File: src/rtl/mem_dump_pkg.sv
// Shared types and constants for the memory dump path.
package mem_dump_pkg;

    localparam int unsigned BYTES_PER_WORD = 4;
    localparam int unsigned LANE_W         = $clog2(BYTES_PER_WORD);

    typedef enum logic [2:0] {
        IDLE,
        READ,
        CAPT,
        EMIT,
        DONE
    } state_t;

    typedef struct packed {
        logic [31:0] addr;
        logic [31:0] word;
    } mem_record_t;

endpackage

File: src/rtl/word_assembler.sv
// Collects byte reads into a little-endian 32-bit word, one lane per load.
module word_assembler
    import mem_dump_pkg::*;
(
    input  logic              clk,
    input  logic              clear,
    input  logic              load,
    input  logic [LANE_W-1:0] lane,
    input  logic [7:0]        byte_in,
    output logic [31:0]       word
);

    always_ff @(posedge clk) begin
        if (clear) begin
            word <= '0;
        end else if (load) begin
            word[8*lane +: 8] <= byte_in;
        end
    end

endmodule

File: src/rtl/mem_dumper.sv
// Reads num_words little-endian words from a byte memory starting at base_addr
// and streams them out as (address, word) records over valid/ready.
module mem_dumper
    import mem_dump_pkg::*;
#(
    parameter int unsigned ADDR_W = 32,
    parameter int unsigned CNT_W  = 16
) (
    input  logic              clk,
    input  logic              rst,
    input  logic              start,
    input  logic [ADDR_W-1:0] base_addr,
    input  logic [CNT_W-1:0]  num_words,
    output logic              busy,
    output logic              done,
    output logic              mem_rd,
    output logic [ADDR_W-1:0] mem_addr,
    input  logic [7:0]        mem_rdata,
    output logic              out_valid,
    input  logic              out_ready,
    output logic [ADDR_W-1:0] out_addr,
    output logic [31:0]       out_word
);

    state_t              state, state_nxt;
    logic [LANE_W-1:0]   k, k_nxt;
    logic [CNT_W-1:0]    i, i_nxt;
    logic [CNT_W-1:0]    num_q, num_nxt;
    logic [ADDR_W-1:0]   word_addr, word_addr_nxt;
    logic [ADDR_W-1:0]   mem_addr_nxt, out_addr_nxt;
    logic                mem_rd_nxt, busy_nxt, done_nxt, out_valid_nxt;
    logic                asm_clear;
    logic                rd_d1;
    logic [LANE_W-1:0]   lane_d1;

    always_comb begin
        state_nxt     = state;
        k_nxt         = k;
        i_nxt         = i;
        num_nxt       = num_q;
        word_addr_nxt = word_addr;
        mem_rd_nxt    = 1'b0;
        mem_addr_nxt  = mem_addr;
        busy_nxt      = busy;
        done_nxt      = 1'b0;
        out_valid_nxt = 1'b0;
        out_addr_nxt  = out_addr;
        asm_clear     = 1'b0;

        unique case (state)
            IDLE: begin
                busy_nxt = 1'b0;
                if (start) begin
                    num_nxt       = num_words;
                    word_addr_nxt = base_addr;
                    i_nxt         = '0;
                    k_nxt         = '0;
                    busy_nxt      = 1'b1;
                    asm_clear     = 1'b1;
                    if (num_words == '0) begin
                        state_nxt = DONE;
                        done_nxt  = 1'b1;
                    end else begin
                        state_nxt    = READ;
                        mem_rd_nxt   = 1'b1;
                        mem_addr_nxt = base_addr;
                    end
                end
            end
            READ: begin
                if (k == LANE_W'(BYTES_PER_WORD - 1)) begin
                    state_nxt = CAPT;
                    k_nxt     = '0;
                end else begin
                    k_nxt        = k + 1'b1;
                    mem_rd_nxt   = 1'b1;
                    mem_addr_nxt = word_addr + ADDR_W'(k) + ADDR_W'(1);
                end
            end
            CAPT: begin
                state_nxt     = EMIT;
                out_valid_nxt = 1'b1;
                out_addr_nxt  = word_addr;
            end
            EMIT: begin
                out_valid_nxt = 1'b1;
                if (out_valid && out_ready) begin
                    out_valid_nxt = 1'b0;
                    i_nxt         = i + CNT_W'(1);
                    if (i_nxt == num_q) begin
                        state_nxt = DONE;
                        done_nxt  = 1'b1;
                    end else begin
                        // The next word's first read is issued on the handshake edge itself
                        state_nxt     = READ;
                        word_addr_nxt = word_addr + ADDR_W'(BYTES_PER_WORD);
                        mem_rd_nxt    = 1'b1;
                        mem_addr_nxt  = word_addr + ADDR_W'(BYTES_PER_WORD);
                    end
                end
            end
            DONE: begin
                state_nxt = IDLE;
                busy_nxt  = 1'b0;
            end
            default: state_nxt = IDLE;
        endcase
    end

    always_ff @(posedge clk) begin
        if (rst) begin
            state     <= IDLE;
            k         <= '0;
            i         <= '0;
            num_q     <= '0;
            word_addr <= '0;
            mem_rd    <= 1'b0;
            mem_addr  <= '0;
            busy      <= 1'b0;
            done      <= 1'b0;
            out_valid <= 1'b0;
            out_addr  <= '0;
            rd_d1     <= 1'b0;
            lane_d1   <= '0;
        end else begin
            state     <= state_nxt;
            k         <= k_nxt;
            i         <= i_nxt;
            num_q     <= num_nxt;
            word_addr <= word_addr_nxt;
            mem_rd    <= mem_rd_nxt;
            mem_addr  <= mem_addr_nxt;
            busy      <= busy_nxt;
            done      <= done_nxt;
            out_valid <= out_valid_nxt;
            out_addr  <= out_addr_nxt;
            rd_d1     <= mem_rd;
            lane_d1   <= k;
        end
    end

    // rd_d1/lane_d1 tag the byte on mem_rdata this cycle with the read that produced it
    word_assembler u_word_assembler (
        .clk     (clk),
        .clear   (rst | asm_clear),
        .load    (rd_d1),
        .lane    (lane_d1),
        .byte_in (mem_rdata),
        .word    (out_word)
    );

endmodule

File: config.mk
export PLATFORM = sky130hd
export DESIGN_NAME = mem_dumper
export DESIGN_NICKNAME = d
export VERILOG_FILES = /design/src/rtl/mem_dump_pkg.sv /design/src/rtl/word_assembler.sv /design/src/rtl/mem_dumper.sv
export SDC_FILE = /design/constraint.sdc
export NUM_CORES = 1
export LEC_CHECK = 0
export ABC_AREA = 1
export ABC_CLOCK_PERIOD_IN_PS = 2800
export CORE_AREA = 2 2 134 136
export DETAILED_ROUTE_END_ITERATION = 7
export DIE_AREA = 0 0 136 138
export PLACE_DENSITY = 0.81
export SYNTH_ARGS = -nofsm -noshare
export SYNTH_HDL_FRONTEND = slang
export SYNTH_SLANG_ARGS = --single-unit
File: constraint.sdc
create_clock -name clk -period 2.8 [get_ports clk]
set_input_delay 0.42 -clock clk [delete_from_list [all_inputs] [get_ports clk]]
set_output_delay 0.42 -clock clk [all_outputs]
set_load 0.01 [all_outputs]
==> run metrics, run 1 <==
status=finished clean; Placed Area=11000 um^2; Arr. time, crit path=3020 ps; vias in the first global route=9447; Final WS setup=146 ps; leakage=between 4 and 5 nW; Num CTS Buffers=17; CP startpoint=k[0]; Nets=1603; H-tree depth=4; die area=18800 um^2; Core Rows=49; syn_nets=1464; mapped cell area=approximately 9000 um^2; clock root cell=clkbuf_16; largest net degree at the start of global routing=108; Syn Inst Count=around 1400; Yosys cell types=50; n_diodes=0; worst-path maximum fanout=7; max_cap viols=0; TritonCTS clock tree=done; CP Class=register to register; final critical-path share of the clock period=0.948; clk buf depth=2; Tightest Pin Transition=630 ps; WL per Instance=16.8 um; final WL=29700 um; Via Count=10065; total track usage=0.315; Synth area leaders=dfxtp_1, nand2_1, nor2_1; f_max=377 MHz; Vert. Die Dim=138 um; first-pass GRT wire length=47200 um; CP Launch Type=register; DP Worst Slack=-46.4 ps; Critical Path Sink Type=register; crit path time final=2650 ps; I/O Buffers=159; Pre-Repair DR Iteration Count=6; relative max-transition margin=0.580; die width=136 um; peak supply drop=~0.47 mV; hold_buf cts=0; latest clock arrival within the worst-skew pair=440 ps; ys async rst share=0; fraction of layout cells with a size suffix above 1=0.0642; Ports=160; number of synthesized register bits=~170; RSZ-0062 raised after global routing=false; max-slew violation count=0; Fin. Hold Viols=0; Routed Antenna Nets=0; CP Cell Sequence=inv_1, ha_1, fa_2, inv_2, nand2_1, nor2_2, nand2_1, o21ai_0, a21oi_1, o21ai_0, nor2_1, nor2_1; grt total ovfl=0; Initial Util=0.528; hpwl dp=21000 um; CP max stage cell=fa_2; Layout area overhead=25.6%; Avg Synthesized Cell Area=around 6.6 um^2; Slowest Stage Delay on Critical Path=between 400 and 500 ps; initial antenna violation count=0; post-synthesis sequential area ratio=0.372; hold_sp=mem_rd; final setup fails=0; Top FF cell, synth=dfxtp_1; YS warnings=0; delay-heaviest family, CP=simple AND/OR/NAND/NOR gates; worst min-delay path class=register to register; core box area=between 15000 and 20000 um^2; CTS clk-pin slew, worst paths=about 70 ps; Post-CTS Setup Repair Bufs=0; top-area cell type share of the netlist area=0.372; Design Area, Final=11600 um^2; Worst Path Buf+Inv=2; Post-synth EDFFs=0; Required @ worst endpoint=3170 ps; vias per std cell=approximately 5.7; 1st-iter DRT viols=about 900; Residual DRC=0; Final Skew=13.2 ps; RePlAce Congestion=0.984; RR Startpoint=k[0]; clock sink count=172; PwrDens=a little under 900 nW/um^2; Synth area leader=dfxtp_1
==> cell families (layout without fill, tap and decap cells) <==
kind of cell    count (synthesis)  count (layout)  synth area share
xor+xnor                       15              15            0.0173
buf+inv                       208             358            0.0964
flops                         172             172             0.372
fa+ha+maj                      11              11            0.0157
compound gates                319             319             0.189
simple gates                  668             668             0.309
==> path summary, 6_finish.rpt <==
check,to,slack [ps],cells after the start
max,mem_addr[20],150,12
min reg2reg,rd_d1,440,2
max reg2reg,mem_addr[20],150,12
min,rd_d1,440,2
==> flip-flops by register name, indices dropped and copies added, names as in the netlist <==
register	flops
i	16
num_q	16
out_addr	32
mem_addr	32
busy	1
k	2
mem_rd	1
state	3
done	1
u_word_assembler.word	32
word_addr	32
out_valid	1
rd_d1	1
lane_d1	2
==> area by class of cell <==
type,count,area [um^2]
Fill cell,1576,5900
Multi-Input combinational cell,1013,4950
Sequential cell,172,3440
Timing Repair Buffer,188,1830
Inverter,140,529
Clock buffer,19,443
Tap cell,229,287
Clock inverter,11,145
==> synthesized netlist by cell type (all sizes together) (2+ instances only) <==
| cell | n |
|---|---|
| and2 | 2 |
| xnor2 | 3 |
| a31oi | 2 |
| dfxtp | 172 |
| o21ai | 130 |
| nand4 | 20 |
| nand2 | 277 |
| o221ai | 9 |
| ha | 10 |
| nor4 | 8 |
| nand3b | 4 |
| inv | 135 |
| o21bai | 5 |
| clkbuf | 46 |
| nor3 | 13 |
| nand3 | 113 |
| o211ai | 14 |
| nor2 | 230 |
| a21oi | 140 |
| buf | 22 |
| a22oi | 12 |
| xor2 | 10 |
| clkinv | 5 |
==> power by group <==
group | switching [mW] | internal (mW)
clock | 0.999 | 1.42
sequential | 0.555 | 3.09
combinational | 2.56 | 1.62
total | 4.12 | 6.13
==> worst reg2reg max path: cells and delay by family, from the launching register on <==
family                     cells  cell delay [ps]
AOI/OAI and AO/OA              3              540
adders and majority gates      2              710
buffers and inverters          2              260
DFF                            1              370
and+or+nand+nor                5              720
==> cell usage in the layout (no fill, tap or decap), types with 4 or more instances in the layout <==
cell type and instances:
nor2_4 5, nor2_1 212, o21bai_1 4, o211ai_1 14, nand3_1 111, nand2_2 6, a22oi_1 12, a21oi_2 4
nor4_1 8, buf_4 27, xor2_1 10, nand3b_1 4, a21oi_1 136, o221ai_1 9, nor3_1 12, inv_1 132
dfxtp_1 172, nor2_2 13, clkdlybuf4s50_1 159, nand4_1 19, o21ai_0 129, nand2_1 269, ha_1 10, clkbuf_16 17
clkinv_2 4
==> what timing repair did <==
action,4_1_cts,5_1_grt
hold endpoints to repair,0,0
setup endpoints to repair,2,32
gates resized for setup,2,3
==> routing by layer <==
layer  part of all wire  track usage  vias to the layer above
met3              0.078       0.0594                      112
met4              0.046        0.164                        2
met5             0.0011       0.0132                        -
met2               0.46        0.512                      523
met1               0.41        0.394                     4551
li1                   -            -                     4877
==> per-stage QoR <==
| step | util | TNS [ps] | cells | hold WS, ps | total power, mW |
|---|---|---|---|---|---|
| 2_1_floorplan | - | 0 | 1393 | 444 | 6.19 |
| 3_3_place_gp | 0.629 | -26.7 | 1742 | 408 | 7.68 |
| 3_5_place_dp | 0.629 | -46.4 | 1742 | 412 | 7.77 |
| 4_1_cts | 0.663 | 0 | 1772 | 445 | 10.2 |
| 5_1_grt | 0.663 | 0 | 1772 | 474 | 10.8 |
| 6_report | 0.663 | 0 | 1772 | 444 | 10.3 |
Power figures use the tool's default switching activity.
==> run 2: changes to the inputs <==
--- a/config.mk
+++ b/config.mk
@@ -10,6 +10,7 @@
 export CORE_AREA = 2 2 134 136
 export DETAILED_ROUTE_END_ITERATION = 7
 export DIE_AREA = 0 0 136 138
+export MAX_ROUTING_LAYER = met4
 export PLACE_DENSITY = 0.81
 export SYNTH_ARGS = -nofsm -noshare
 export SYNTH_HDL_FRONTEND = slang
==> run metrics, run 2 (synthesis gave the netlist of run 1 again) <==
final hold slack=431 ps (-13.4 ps); clock sink count=172 (unchanged); Final Skew=10.9 ps (-2.26 ps); grt total ovfl=0 (unchanged); total track usage=0.335 (+0.0204); PwrDens=878 nW/um^2 (-0.41%); FF+latch area=3440 um^2 (unchanged); combinational fraction of design power=0.418 (+0.010); core box area=17500 um^2 (unchanged); Final TNS setup=0 ps (unchanged); first-pass GRT wire length=48600 um (+3.0%); Vert. Die Dim=138 um (unchanged); Core Rows=49 (unchanged); TritonCTS clock tree=done; RSZ-0062 raised after global routing=false; worst min-delay path class=register to register; post_cts resized=0 (-2); Slowest Stage Delay on Critical Path=390 ps (-70 ps); Ports=160 (unchanged); largest net degree at the start of global routing=109 (+0.93%); Critical Path Sink Type=register; hold_buf cts=0 (unchanged); CP Class=register to register; fraction of layout cells with a size suffix above 1=0.0730 (+0.00882); Fin. Hold Viols=0 (unchanged); Int Pwr=6.04 mW (-1.6%); Via Count=10058 (-0.070%); hpwl dp=22200 um (+5.7%); most frequent cells in the layout=nand2_1, nor2_1, dfxtp_1; Worst Path Buf+Inv=1 (-1); n_diodes=0 (unchanged); Routed Antenna Nets=0 (unchanged); status=finished clean; clk buf depth=2 (unchanged); Tightest Pin Transition=537 ps (-92.8 ps); CTS clk-pin slew, worst paths=70 ps (about the same); max_cap viols=0 (unchanged); peak supply drop=0.493 mV (+5.2%); initial antenna violation count=0 (unchanged); vias in the first global route=9434 (-0.14%); Layout area overhead=26.7%; die area=18800 um^2 (unchanged); CP max stage cell=dfxtp_1; H-tree depth=4 (unchanged); WL per Instance=17.1 um (+2.2%); Sequential Power Share=0.353 (-0.003); clock root cell=clkbuf_16; latest clock arrival within the worst-skew pair=440 ps (about the same); final setup fails=0 (unchanged); worst-path maximum fanout=60 (+53); Pwr Total=10.3 mW (+0.43%); Clock power frac=0.229 (-0.007); f_max=400 MHz (+6.1%); relative max-transition margin=0.642 (+0.0619); delay-heaviest family, CP=simple AND/OR/NAND/NOR gates; CP Cell Sequence=ha_1, nand3_1, nor2_2, nand3_1, nand2_1, nand3_1, nand2_1, nand2_1, nor2_2, nand3_2, nand2_2, nand2_4, buf_12, a21oi_1, nor2_1; Pre-Repair DR Iteration Count=8 (+2); Residual DRC=0 (unchanged); Fillers=1622 (+2.9%); Sw Ratio=0.414 (+0.0121); Required @ worst endpoint=3130 ps (-40 ps); crit path time final=2500 ps (-153 ps); leakage=4.74 nW (+1.7%); Psw=4.26 mW (+3.5%); area of the multi-input gates=4930 um^2 (-0.38%); Initial Util=0.528 (unchanged); die width=136 um (unchanged); vias per std cell=5.62 (-1.1%); Num CTS Buffers=17 (unchanged); CP Launch Type=register; 1st-iter DRT viols=810 (-8.0%); Arr. time, crit path=2830 ps (-190 ps); commonest non-fill, non-tap cell in the layout=nand2_1; I/O Buffers=159 (unchanged); RePlAce Congestion=0.964 (-2.0%); Post-CTS Setup Repair Bufs=0 (unchanged); max-slew violation count=0 (unchanged); final WL=30700 um (+3.3%); final critical-path share of the clock period=0.894 (-0.0545); Nets=1620 (+1.1%)
==> run 2: final timing paths <==
| check | cells after the start | endpoint | startpoint | slack [ps] |
|---|---|---|---|---|
| hold / removal | 2 | rd_d1 | mem_rd | 430 |
| setup / recovery | 15 | word_addr[22] | i[0] | 300 |
| hold reg to reg | 2 | rd_d1 | mem_rd | 430 |
| setup reg to reg | 15 | word_addr[22] | i[0] | 300 |
==> run 2: per-stage QoR <==
step | util | instances | area [um^2] | setup WS (ps)
2_1_floorplan | - | 1393 | 9260 | 609
3_3_place_gp | 0.636 | 1759 | 11200 | 320
3_5_place_dp | 0.636 | 1759 | 11200 | 336
4_1_cts | 0.669 | 1791 | 11700 | 333
5_1_grt | 0.669 | 1791 | 11700 | 28.2
6_report | 0.669 | 1791 | 11700 | 298
==> run 2: power by group through the flow <==
| stage | registers (mW) | logic (mW) | clock network [mW] |
|---|---|---|---|
| after CTS | 3.62 | 4.27 | 2.37 |
| after global placement | 3.67 | 4.17 | 0 |
| after floorplan | 3.66 | 2.52 | 0 |
| after global routing | 3.71 | 4.71 | 2.47 |
| final | 3.64 | 4.30 | 2.36 |
| after detailed placement | 3.66 | 4.25 | 0 |
==> run 2: final cells by class <==
| type | instances | area share |
|---|---|---|
| Sequential cell | 172 | 0.294 |
| Clock inverter | 14 | 0.0127 |
| Timing Repair Buffer | 205 | 0.167 |
| Multi-Input combinational cell | 1013 | 0.420 |
| Tap cell | 229 | 0.0244 |
| Inverter | 140 | 0.0451 |
| Clock buffer | 18 | 0.0366 |
==> run 2: per-layer routing <==
| layer | routed length (um) | vias up | global-route usage |
|---|---|---|---|
| met5 | 0 | - | - |
| met4 | 988 | 0 | 0.117 |
| met3 | 2380 | 81 | 0.0546 |
| met2 | 14600 | 469 | 0.542 |
| met1 | 12800 | 4605 | 0.424 |
| li1 | - | 4903 | - |
==> run 2: worst min-delay path, cell delays in order (launching register included) <==
cell	delay, ps
dfxtp_1	320
inv_1	50
nor2_1	30
==> run 3: changes to the inputs <==
--- a/config.mk
+++ b/config.mk
@@ -5,13 +5,12 @@
 export SDC_FILE = /design/constraint.sdc
 export NUM_CORES = 1
 export LEC_CHECK = 0
-export ABC_AREA = 1
 export ABC_CLOCK_PERIOD_IN_PS = 2800
 export CORE_AREA = 2 2 134 136
 export DETAILED_ROUTE_END_ITERATION = 7
 export DIE_AREA = 0 0 136 138
 export MAX_ROUTING_LAYER = met4
-export PLACE_DENSITY = 0.81
+export PLACE_DENSITY = 0.79
 export SYNTH_ARGS = -nofsm -noshare
 export SYNTH_HDL_FRONTEND = slang
 export SYNTH_SLANG_ARGS = --single-unit
==> run metrics, run 3 <==
status=complete, but fails checks; failing checks=setup timing; leakage=4.17 nW (-12%); final hold slack=452 ps (+20.9 ps); relative max-transition margin=0.331 (-0.311); RePlAce Congestion=0.956 (-0.80%); Ports=160 (unchanged); CP startpoint=i[7]; Yosys cell types=58 (+16%); Critical Path Sink Type=register; Tightest Pin Transition=1000 ps (+465 ps); syn_nets=1271 (-13%); PwrDens=513 nW/um^2 (-42%); max_cap viols=0 (unchanged); hpwl dp=19100 um (-14%); die area=18800 um^2 (unchanged); clock root cell=clkbuf_16; YS warnings=0 (unchanged); fraction of layout cells with a size suffix above 1=0.121 (+0.0476); WL per Instance=18.6 um (+8.5%); Residual DRC=0 (unchanged); vias in the first global route=8640 (-8.4%); Final WS setup=-32.9 ps (-331 ps); Nets=1426 (-12%); final WL=29700 um (-3.2%); clk buf depth=2 (unchanged); hold_sp=mem_addr[31]; Fin. Hold Viols=0 (unchanged); die width=136 um (unchanged); CP Launch Type=register; cell with the most instances after synthesis=nand2_1; Vert. Die Dim=138 um (unchanged); TritonCTS clock tree=done; final setup fails=23 (+23); post-synthesis sequential area ratio=0.382 (+0.0104); Initial Util=0.514 (-0.0143); clock sink count=172 (unchanged); latest clock arrival within the worst-skew pair=440 ps (about the same); n_diodes=0 (unchanged); Synth area leaders=dfxtp_1, nand2_1, a21oi_1; commonest non-fill, non-tap cell in the layout=nand2_1; 1st-iter DRT viols=1386 (+71%); most frequent cells after synthesis=nand2_1, dfxtp_1, a21oi_1; RR Startpoint=i[7]; fin util=0.688 (+0.0189); Pre-Repair DR Iteration Count=6 (-2); Avg Synthesized Cell Area=7.51 um^2 (+13%); Via Count=9802 (-2.5%); peak supply drop=0.501 mV (+1.6%); Post-synth EDFFs=0 (unchanged); Synth area leader=dfxtp_1; Top FF cell, synth=dfxtp_1; total track usage=0.309 (-0.0268); largest net degree at the start of global routing=119 (+9.2%); top-area cell type share of the netlist area=0.382 (+0.0104); grt total ovfl=0 (unchanged); Syn Inst Count=1200 (-14%); CTS clk-pin slew, worst paths=70 ps (about the same); initial antenna violation count=0 (unchanged); max-slew violation count=0 (unchanged); vias per std cell=6.14 (+9.3%); crit path time final=2830 ps (+331 ps); ys async rst share=0 (unchanged); worst-path maximum fanout=15 (-75%); f_max=353 MHz (-12%); core box area=17500 um^2 (unchanged); Arr. time, crit path=3130 ps (+300 ps); Final Skew=10.6 ps (-0.316 ps); Required @ worst endpoint=3090 ps (-40 ps); first-pass GRT wire length=45300 um (-6.9%); Layout area overhead=33.9%; mapped cell area=9010 um^2 (-2.7%); H-tree depth=4 (unchanged); most frequent cells in the layout=nand2_1, dfxtp_1, clkdlybuf4s50_1; RSZ-0062 raised after global routing=true; Num CTS Buffers=17 (unchanged); CP Class=register to register; number of synthesized register bits=172 (unchanged); Core Rows=49 (unchanged); Routed Antenna Nets=0 (unchanged); worst min-delay path class=register to register; I/O Buffers=159 (unchanged); final critical-path share of the clock period=1.01 (+0.118); Pwr Total=6.19 mW (-40%)
-- run 3: changes by cell type after synthesis, sizes merged, moves of 20 or more --
cell	previous run	this run
a22oi	12	43
clkbuf	46	82
inv	135	16
nand2	277	194
nand3	113	36
nor2	230	97
nor3	13	33
nor4	8	30
o21ai	130	106
or3	0	22
xnor2	3	30
-- run 3: per-layer routing --
metal,GRT usage,part of all wire,up-vias
met4,0.117,0.030,0
met2,0.460,0.45,598
li1,-,-,4623
met3,0.0689,0.11,84
met1,0.408,0.41,4497
met5,-,0,-
-- run 3: path summary, 6_finish.rpt --
path                  end  slack, ps  cells after the start
max           mem_addr[2]        -30                      9
min          mem_addr[31]        450                      2
max reg2reg   mem_addr[2]        -30                      9
min reg2reg  mem_addr[31]        450                      2
-- run 3: layout make-up --
cell class	count	area (um^2)
fill	1462	5470
sequential	172	3450
timing repair buffer	248	2440
clock buffer	17	425
multi-input combinational	900	5160
inverter	16	60.1
clock inverter	15	233
tap	229	287
-- run 3: cell families after synthesis --
| family | share of synthesized area |
|---|---|
| AOI/OAI and AO/OA | 0.237 |
| xor gates and xnor gates | 0.0414 |
| DFF | 0.382 |
| adders and majority gates | 0.0161 |
| buffers and inverters | 0.0603 |
| muxes | 0.00333 |
| and+or+nand+nor | 0.260 |
-- run 3: critical path, stage by stage (launching register included) --
cell,delay (ps)
dfxtp_1,410
and4_1,380
and4_1,340
xnor2_1,180
o211ai_1,200
buf_4,190
or4_4,600
clkbuf_16,220
a21oi_2,110
a211oi_1,50
-- run 3: repair_timing --
item,in CTS,in global routing
setup endpoints to repair,38,57
setup buffers,4,5
hold buffers,0,0
gates resized for setup,8,29
cloned,3,5
pin swaps,5,10
-- run 3: where the power goes --
group          internal [mW]  leakage (nW)  switching, mW  total (mW)
Clock                   1.60         0.319           1.06        2.65
Sequential              2.55          1.40          0.124        2.67
Combinational          0.399          2.45          0.467       0.866
-- run 3: through the flow --
step / cells / cell area (um^2) / setup slack (ps) / setup TNS (ps)
final: 1597 / 12100 / -32.9 / -307
after global routing: 1597 / 12100 / -93.6 / -2040
after CTS: 1587 / 11800 / 11.3 / 0
after detailed placement: 1548 / 11000 / -477 / -8770
after global placement: 1548 / 11000 / -320 / -7820
after floorplan: 1200 / 9010 / 26.9 / 0
